`config.mk`:
```
export PLATFORM = sky130hd
export DESIGN_NAME = pcs_synchronization
export DESIGN_NICKNAME = d
export VERILOG_FILES = /design/src/rtl/pcs_sync_pkg.sv /design/src/rtl/pcs_synchronization_cg_classifier.sv /design/src/rtl/pcs_synchronization.sv
export SDC_FILE = /design/constraint.sdc
export NUM_CORES = 1
export LEC_CHECK = 0
export CORE_MARGIN = 1.5
export CORE_UTILIZATION = 30
export CTS_BUF_LIST = sky130_fd_sc_hd__clkbuf_16
export DETAILED_ROUTE_END_ITERATION = 12
export RECOVER_POWER = 50
export SYNTH_ARGS = -nofsm -noshare
export SYNTH_HDL_FRONTEND = slang
export SYNTH_SLANG_ARGS = --single-unit
```
`constraint.sdc`:
```
create_clock -name clk -period 2.8 [get_ports clk]
set_input_delay 0.28 -clock clk [delete_from_list [all_inputs] [get_ports clk]]
set_output_delay 0.28 -clock clk [all_outputs]
set_load 0.05 [all_outputs]
```
`src/rtl/pcs_sync_pkg.sv`:
```
// Shared types and code-group tables for the 1000BASE-X PCS receive synchronization block.
package pcs_sync_pkg;

  typedef enum logic [3:0] {
    StLossOfSync,
    StCommaDetect1,
    StAcquireSync1,
    StCommaDetect2,
    StAcquireSync2,
    StCommaDetect3,
    StSyncAcquired1,
    StSyncAcquired2,
    StSyncAcquired2A,
    StSyncAcquired3,
    StSyncAcquired3A,
    StSyncAcquired4,
    StSyncAcquired4A
  } state_e;

  localparam logic [6:0] CommaPos = 7'b0011111;
  localparam logic [6:0] CommaNeg = 7'b1100000;

  localparam int unsigned NumLegal6b = 48;
  localparam int unsigned NumLegal4b = 14;

  // abcdei sub-blocks: D.0..D.31 in both disparity columns, then K.28
  localparam logic [5:0] Legal6b [NumLegal6b] = '{
    6'b100111, 6'b011000, 6'b011101, 6'b100010, 6'b101101, 6'b010010, 6'b110001, 6'b110101,
    6'b001010, 6'b101001, 6'b011001, 6'b111000, 6'b000111, 6'b111001, 6'b000110, 6'b100101,
    6'b010101, 6'b110100, 6'b001101, 6'b101100, 6'b011100, 6'b010111, 6'b101000, 6'b011011,
    6'b100100, 6'b100011, 6'b010011, 6'b110010, 6'b001011, 6'b101010, 6'b011010, 6'b111010,
    6'b000101, 6'b110011, 6'b001100, 6'b100110, 6'b010110, 6'b110110, 6'b001001, 6'b001110,
    6'b101110, 6'b010001, 6'b011110, 6'b100001, 6'b101011, 6'b010100, 6'b001111, 6'b110000
  };

  // fghj sub-blocks, including the alternate x.7 encodings
  localparam logic [3:0] Legal4b [NumLegal4b] = '{
    4'b1011, 4'b0100, 4'b1001, 4'b0101, 4'b1100, 4'b0011, 4'b1101,
    4'b0010, 4'b1010, 4'b0110, 4'b1110, 4'b0001, 4'b0111, 4'b1000
  };

  localparam logic [9:0] K28_5 = 10'b0011111010;
  localparam logic [9:0] D3_0  = 10'b1100011011;
  localparam logic [9:0] D4_0  = 10'b1101010100;
  localparam logic [9:0] D5_0  = 10'b1010011011;
  localparam logic [9:0] D6_0  = 10'b0110011011;
  localparam logic [9:0] D7_0  = 10'b1110001011;
  localparam logic [9:0] D8_0  = 10'b1110010100;

  function automatic logic is_sync_state(state_e s);
    return (s == StSyncAcquired1)  || (s == StSyncAcquired2)  || (s == StSyncAcquired2A) ||
           (s == StSyncAcquired3)  || (s == StSyncAcquired3A) || (s == StSyncAcquired4)  ||
           (s == StSyncAcquired4A);
  endfunction

endpackage

```
`src/rtl/pcs_synchronization_cg_classifier.sv`:
```
// Combinational comma / code-group validity detector (running disparity ignored).
module cg_classifier
  import pcs_sync_pkg::*;
(
  input  logic [9:0] rx_code_group,
  output logic       comma,
  output logic       valid
);

  logic valid6;
  logic valid4;

  assign comma = (rx_code_group[9:3] == CommaPos) || (rx_code_group[9:3] == CommaNeg);

  always_comb begin
    valid6 = 1'b0;
    valid4 = 1'b0;
    for (int i = 0; i < NumLegal6b; i++) begin
      if (rx_code_group[9:4] == Legal6b[i]) valid6 = 1'b1;
    end
    for (int i = 0; i < NumLegal4b; i++) begin
      if (rx_code_group[3:0] == Legal4b[i]) valid4 = 1'b1;
    end
  end

  assign valid = valid6 && valid4;

endmodule

```
`src/rtl/pcs_synchronization.sv`:
```
// 1000BASE-X PCS receive synchronization: comma alignment, even/odd tracking and sync_status.
module pcs_synchronization
  import pcs_sync_pkg::*;
(
  input  logic       clk,
  input  logic       rst,
  input  logic       PUDI,
  input  logic [9:0] rx_code_group,
  output logic [9:0] x,
  output logic       rx_even,
  output logic       sync_status,
  output logic       SUDI
);

  state_e     state_q, state_d;
  logic [1:0] good_cgs_q, good_cgs_d;
  logic [9:0] x_q, x_d;
  logic       rx_even_q, rx_even_d;
  logic       sync_q, sync_d;
  logic       sudi_q;

  logic comma;
  logic valid;
  logic cgbad;
  logic cggood;
  logic data;

  cg_classifier u_classifier (
    .rx_code_group(rx_code_group),
    .comma        (comma),
    .valid        (valid)
  );

  // A comma is only legal in an even position, i.e. when the previous group was odd
  assign cgbad  = !valid || (comma && rx_even_q);
  assign cggood = !cgbad;
  assign data   = valid && !comma;

  always_comb begin
    state_d    = state_q;
    good_cgs_d = good_cgs_q;
    x_d        = x_q;
    rx_even_d  = rx_even_q;
    if (PUDI) begin
      x_d = rx_code_group;
      unique case (state_q)
        StLossOfSync:   if (comma) state_d = StCommaDetect1;
        StCommaDetect1: state_d = data ? StAcquireSync1 : StLossOfSync;
        StAcquireSync1: begin
          if (cgbad) state_d = StLossOfSync;
          else if (comma && !rx_even_q) state_d = StCommaDetect2;
        end
        StCommaDetect2: state_d = data ? StAcquireSync2 : StLossOfSync;
        StAcquireSync2: begin
          if (cgbad) state_d = StLossOfSync;
          else if (comma && !rx_even_q) state_d = StCommaDetect3;
        end
        StCommaDetect3:  state_d = data ? StSyncAcquired1 : StLossOfSync;
        StSyncAcquired1: if (cgbad) state_d = StSyncAcquired2;
        StSyncAcquired2, StSyncAcquired3, StSyncAcquired4: begin
          if (cggood) begin
            good_cgs_d = 2'd1;
            state_d    = (state_q == StSyncAcquired2) ? StSyncAcquired2A :
                         (state_q == StSyncAcquired3) ? StSyncAcquired3A : StSyncAcquired4A;
          end else begin
            state_d = (state_q == StSyncAcquired2) ? StSyncAcquired3 :
                      (state_q == StSyncAcquired3) ? StSyncAcquired4 : StLossOfSync;
          end
        end
        StSyncAcquired2A, StSyncAcquired3A, StSyncAcquired4A: begin
          if (cgbad) begin
            good_cgs_d = 2'd0;
            state_d    = (state_q == StSyncAcquired2A) ? StSyncAcquired3 :
                         (state_q == StSyncAcquired3A) ? StSyncAcquired4 : StLossOfSync;
          end else if (good_cgs_q == 2'd3) begin
            good_cgs_d = 2'd0;
            state_d    = (state_q == StSyncAcquired2A) ? StSyncAcquired1 :
                         (state_q == StSyncAcquired3A) ? StSyncAcquired2 : StSyncAcquired3;
          end else begin
            good_cgs_d = good_cgs_q + 2'd1;
          end
        end
        default: state_d = StLossOfSync;
      endcase
      rx_even_d = ((state_d == StCommaDetect1) || (state_d == StCommaDetect2) ||
                   (state_d == StCommaDetect3)) ? 1'b1 : !rx_even_q;
    end
    sync_d = is_sync_state(state_d);
  end

  always_ff @(posedge clk) begin
    if (rst) begin
      state_q    <= StLossOfSync;
      good_cgs_q <= 2'd0;
      x_q        <= 10'd0;
      rx_even_q  <= 1'b0;
      sync_q     <= 1'b0;
      sudi_q     <= 1'b0;
    end else begin
      state_q    <= state_d;
      good_cgs_q <= good_cgs_d;
      x_q        <= x_d;
      rx_even_q  <= rx_even_d;
      sync_q     <= sync_d;
      sudi_q     <= PUDI;
    end
  end

  assign x           = x_q;
  assign rx_even     = rx_even_q;
  assign sync_status = sync_q;
  assign SUDI        = sudi_q;

endmodule

```
After elaboration in Yosys (flattened, before gate mapping)
Index checks and enable logic that the tools add are counted.
W data, S select, Z words.
{"block": "classes", "n_reduce_logical": 22, "eq_ne": 88, "n_addsub": 1, "mux": 90}
{"op": "$eq A6 B6 Y1 const B", "n": 24}
{"op": "$eq A6 B5 Y1 const B", "n": 14}
{"op": "$eq A4 B4 Y1 const B", "n": 17}
{"op": "$mux W4", "n": 17}
{"op": "$mux W1", "n": 63}
{"op": "$eq A4 B3 Y1 const B", "n": 11}
{"op": "$eq A6 B4 Y1 const B", "n": 7}
{"op": "$pmux W4 S9", "n": 1}
{"op": "$eq A4 B2 Y1 const B", "n": 5}
{"op": "$eq A6 B3 Y1 const B", "n": 3}
{"op": "$eq A4 B1 Y1 const B", "n": 3}
{"op": "$mux W3", "n": 4}
{"op": "$logic_or A1 B1 Y1", "n": 10}
{"op": "$mux W2", "n": 4}
{"op": "$eq A7 B5 Y1 const B", "n": 1}
{"op": "$eq A7 B7 Y1 const B", "n": 1}
{"op": "$reduce_or A3 Y1", "n": 2}
{"op": "$logic_and A1 B1 Y1", "n": 4}
{"op": "$logic_not A4 Y1", "n": 1}
{"op": "$pmux W2 S2", "n": 1}
{"op": "$logic_not A1 Y1", "n": 3}
{"op": "$reduce_and A3 Y1", "n": 1}
{"op": "$add A2 B1 Y2 const B", "n": 1}
{"op": "$eq A2 B2 Y1 const B", "n": 1}
{"op": "2 further kinds", "n": 2}
{"block": "word_totals", "wordCells": 207, "ff_bits": 19}

Logic depth before layout (Yosys ltp)
{"block": "logic_depth", "word_depth": 63, "mapped_depth": 10}

Hierarchy
Synthesis repeated with hierarchy kept, for this count alone.
{"block": "hier_totals", "cells_unflattened": 140, "area_unflattened_um2": 1164.9}
{"module": "pcs_synchronization", "n_inst": 1, "seq_area_each_um2": 380.4, "area_per_inst_um2": 1034.7, "cells_per_inst": 118}
{"module": "cg_classifier", "n_inst": 1, "seq_area_each_um2": 0.0, "area_per_inst_um2": 130.1, "cells_per_inst": 22}

Worst setup path before layout
Ideal clock, no wire load.
{"block": "synth_path", "path_kind": "input -> register", "from": "input rx_code_group[7]", "to": "register sync_q, in the netlist sync_status", "stages": 10, "setup_slack_ns": 0.544, "arrival_ns": 2.181, "cell_sequence": "buf_6 -> or3_1 -> nor4_2 -> o21ai_1 -> and2_1 -> buf_6 -> a211oi_4 -> o2bb2ai_2 -> or3_1 -> a31oi_1"}
{"block": "synth_between", "elab_chain_len": 63, "elab_cells_between_ends": 133, "classes_between": "eq/ne (57); mux (62); reduce/logical (14)"}
{"item": "start, declared", "line_no": "pcs_synchronization.sv:8", "text": "input logic [9:0] rx_code_group,"}
{"item": "$eq A6 B6 Y1", "line_no": "pcs_synchronization_cg_classifier.sv:19", "text": "if (rx_code_group[9:4] == Legal6b[i]) valid6 = 1'b1;"}
{"item": "$mux W1 (48 in series)", "line_no": "pcs_synchronization_cg_classifier.sv:19"}
{"item": "$logic_and A1 B1 Y1", "line_no": "pcs_synchronization_cg_classifier.sv:26", "text": "assign valid = valid6 && valid4;"}
{"item": "$logic_not A1 Y1", "line_no": "pcs_synchronization.sv:35", "text": "assign cgbad = !valid || (comma && rx_even_q);"}
{"item": "$logic_or A1 B1 Y1", "line_no": "pcs_synchronization.sv:35"}
{"item": "$mux W4 (on tied branches)"}
{"item": "$pmux W4 S9 (*)", "line_no": "pcs_synchronization.sv:46", "text": "unique case (state_q)"}
{"item": "$mux W4 (*) (2 in series)", "line_no": "pcs_synchronization.sv:44", "text": "if (PUDI) begin"}
{"item": "$eq A4 B3 Y1", "line_no": "pcs_sync_pkg.sv:51", "text": "return (s == StSyncAcquired1) || (s == StSyncAcquired2) || (s == StSyncAcquired2A) ||"}
{"item": "$logic_or A1 B1 Y1 (3 in series)", "line_no": "pcs_sync_pkg.sv:51"}
{"item": "$logic_or A1 B1 Y1 (2 in series)", "line_no": "pcs_sync_pkg.sv:52", "text": "(s == StSyncAcquired3) || (s == StSyncAcquired3A) || (s == StSyncAcquired4) ||"}
{"item": "$logic_or A1 B1 Y1 (*)", "line_no": "pcs_sync_pkg.sv:52"}
{"item": "end signal, assigned", "line_no": "pcs_synchronization.sv:104", "text": "sync_q <= sync_d;"}
{"item": "end, declared", "line_no": "pcs_synchronization.sv:19", "text": "logic sync_q, sync_d;"}
Every way passes the cells marked *; elsewhere a longest branch is shown, timed or not. The select of a mux whose other input is x is not followed.
A chain may end at the register's enable or synchronous reset.

Final worst setup path
Ends and elaborated chain as after synthesis.

==> results.py <==
metrics = {
    "logic_synthesis": {
        "synthArstFlopShare": 0,
        "synth_ff_type": "dfxtp_1",
        "synth_mux_area_frac": 0.09263,
        "ys_seq_area_frac": 0.3200,
        "synth_adder_area_share": 0.01895,
        "synth_edf_count": 0,
        "synth_seq_cells": 19,
        "synthCells": 143,
        "avgSynthCellArea_sq_um": 8.312,
        "synth_top_family_by_area": "simple AND/OR/NAND/NOR gates",
        "synth-compound-area-share": 0.2116,
        "synthXorXnorAreaFrac": 0,
        "yosys.area_share.simple": 0.2947,
        "synth_area_sq_um": 1189,
        "syn_nets": 157,
        "ys_types": 47,
        "ys_warn_count": 0,
    },
    "floorplan": {
        "die-area_sq_um": 4349,
        "coreArea_sq_um": 3744,
        "die_y_microns": 65.95,
        "die-width_microns": 65.95,
        "rows": 22,
        "ios": 26,
        "start_util": 0.3175,
    },
    "timing": {
        "rsz0062_at_grt": "false",
        "fin_crit_ns": 2.576,
        "fmax_mhz": 388.1,
        "finClkSkew_ns": 0.004691,
        "hold_viol_final": 0,
        "slew_violations": 0,
        "worst_pin_slew_ns": 0.6892,
        "slew_headroom": 0.5391,
        "period_share": 0.9202,
        "setup_viol": 0,
    },
    "worst_setup_path": {
        "worstSetupStartpointType": "input port",
        "cp-end-kind": "flip-flop",
        "cp_slowest_stage_delay_ns": 0.58,
        "crit_fanout": 6,
        "slowest_stage": "clkdlybuf4s50_1",
        "critical_path_class": "input port to flip-flop",
        "r2r_cells": 6,
        "r2r_start": "state_q[0]",
        "r2r_slack_ns": 0.93,
        "rr_endpoint": "sync_status",
        "worstPathRequired_ns": 2.97,
        "worstPathArrival_ns": 2.74,
        "path_cells": "clkdlybuf4s50_1 -> maj3_1 -> o32ai_2 -> a2111oi_4 -> and2_2 -> nor3_1 -> o32ai_1 -> nand4_1 -> a31oi_1",
    },
    "clocking": {
        "cts_buffers": 3,
        "cts_tree": "done",
        "clockBufferDepth": 2,
        "cts_hold_buf": 0,
        "clkTransAtPathRegs_ns": 0.06,
        "h-tree-depth": 1,
        "cts_sinks": 19,
        "clock_tree.root_cell": "clkbuf_16",
        "clk_latency_ns": 0.25,
    },
    "pwr": {
        "powerDensity_nw_per_um2": 464.0,
        "p_leak_nw": 0.6705,
        "vdd_drop_max_mv": 0.2621,
    },
    "routing": {
        "via_per_inst": 5.237,
        "vias": 1173,
        "drt_iter0_markers": 26,
        "routedWlPerCell_microns": 13.10,
        "firstDrtPassIters": 4,
        "antenna_left": 0,
        "drc_errors": 0,
        "routed_wl_mm": 2.935,
    },
    "hold_path": {
        "hp-class": "flip-flop to flip-flop",
        "hp-start": "good_cgs_q[1]",
        "min_to": "good_cgs_q[1]",
        "min_path_cells": 2,
    },
    "global_route": {
        "grt_usage": 0.1496,
        "first_global_vias": 1209,
        "grt_max_degree": 20,
        "antenna_found_initial": 0,
        "overflow": 0,
        "grt_pass1_wl_mm": 5.181,
    },
    "cells_and_area": {
        "final_cell_mix": "nor2_1, dfxtp_1, nand2_1, buf_4, clkdlybuf4s50_1",
        "diodes": 0,
        "stdcell_area_sq_um": 1622,
        "drive_above_1_share": 0.1591,
        "post-route-util": 0.4332,
        "mostFrequentLayoutCell": "nor2_1",
        "layout.nets": 191,
        "fill_cells": 384,
        "area_delta_synth_final_pct": 36.42,
    },
    "place": {
        "hpwl_mm": 2.202,
        "gp_congestion": 0.8298,
        "port_buffers": 25,
        "detailed_place.area_sq_um": 1541,
    },
    "outcome": {
        "status": "finished, final reports clean",
    },
    "job": {
        "drv_cap": 0,
    },
}
## stage by stage
| stage | std cells | power [mW] | setup TNS, ns | hold WS (ns) | worst slack (ns) |
|---|---|---|---|---|---|
| 6_report | 224 | 0.7524 | 0 | 0.4833 | 0.2235 |
| 5_1_grt | 224 | 0.7867 | 0 | 0.5159 | 0.01780 |
| 4_1_cts | 224 | 0.7639 | 0 | 0.4731 | 0.1739 |
| 3_5_place_dp | 220 | 0.4720 | -0.07421 | 0.4659 | -0.07421 |
| 3_3_place_gp | 220 | 0.4694 | 0 | 0.4456 | 0.02883 |
| 2_1_floorplan | 143 | 0.4043 | 0 | 0.4274 | 0.5444 |
## worst max-delay path by stage
stage                     cells after the start        startpoint     endpoint  slack (ns)
after floorplan                              10  rx_code_group[7]  sync_status        0.54
after global placement                        9  rx_code_group[7]  sync_status        0.03
after detailed placement                     10  rx_code_group[7]  sync_status       -0.07
after CTS                                    10  rx_code_group[7]  sync_status        0.17
after global routing                         10  rx_code_group[7]  sync_status        0.02
final                                         9  rx_code_group[7]  sync_status        0.22
## kinds of logic after synthesis
| family | after synthesis |
|---|---|
| adder cells (fa/ha/maj) | 2 |
| AO/OA/AOI/OAI | 30 |
| multiplexers | 11 |
| buffers and inverters | 12 |
| AND/OR/NAND/NOR | 69 |
| flip-flops | 19 |
## synth_stat cells, types with 2 or more instances
cell       count  area share
nand4_1        5       0.026
mux2i_1       11       0.093
a21oi_1        5       0.021
nor2b_1        5       0.026
nand3_1        2      0.0084
a31oi_1        2       0.011
or3_1          2       0.011
dfxtp_1       19        0.32
a2bb2oi_1      2       0.015
buf_6          3       0.028
o21ai_1        3       0.013
nand2b_1       3       0.016
o21ai_0        4       0.017
nor3_1         3       0.013
clkbuf_1       4       0.013
o211ai_1       2       0.013
nor2_1        21       0.066
nand2_1       18       0.057
## power breakdown
group	switching (mW)	internal (mW)	leakage (nW)
registers	0.00979	0.283	0.156
clock network	0.0993	0.190	0.0423
logic	0.0972	0.0737	0.472
## critical path: cells and delay by family
kind | cells | cell delay (ns)
simple gates | 3 | 0.55
fa+ha+maj | 1 | 0.21
buf+inv | 1 | 0.58
compound gates | 4 | 1.12
## per-layer routing
metal / track usage / share of wire / vias up
met1: 0.1776 / 0.47 / 556
met4: 0.07143 / 0.014 / 0
li1: - / - / 584
met2: 0.2639 / 0.49 / 27
met5: 0 / 0 / -
met3: 0.02044 / 0.029 / 6
## final cells by class
cell class	instances	area [sq um]	area share
tap	48	60.06	0.03704
timing repair buffer	40	362.8	0.2238
clock buffer	3	75.07	0.04630
multi-input combinational	112	735.7	0.4537
clock inverter	1	3.754	0.002315
sequential	19	380.4	0.2346
inverter	1	3.754	0.002315
## state kept, by name, summed over array words and instances, names as in the netlist
register and cells:
x 10, rx_even 1, good_cgs_q 2, sync_status 1, SUDI 1, state_q 4
## timing repair
item                                    CTS  global route
setup buffers                             0             0
gates resized for setup                   0             1
endpoints found under the setup margin    0             1
No activity file was read; power rests on OpenSTA's default activity.
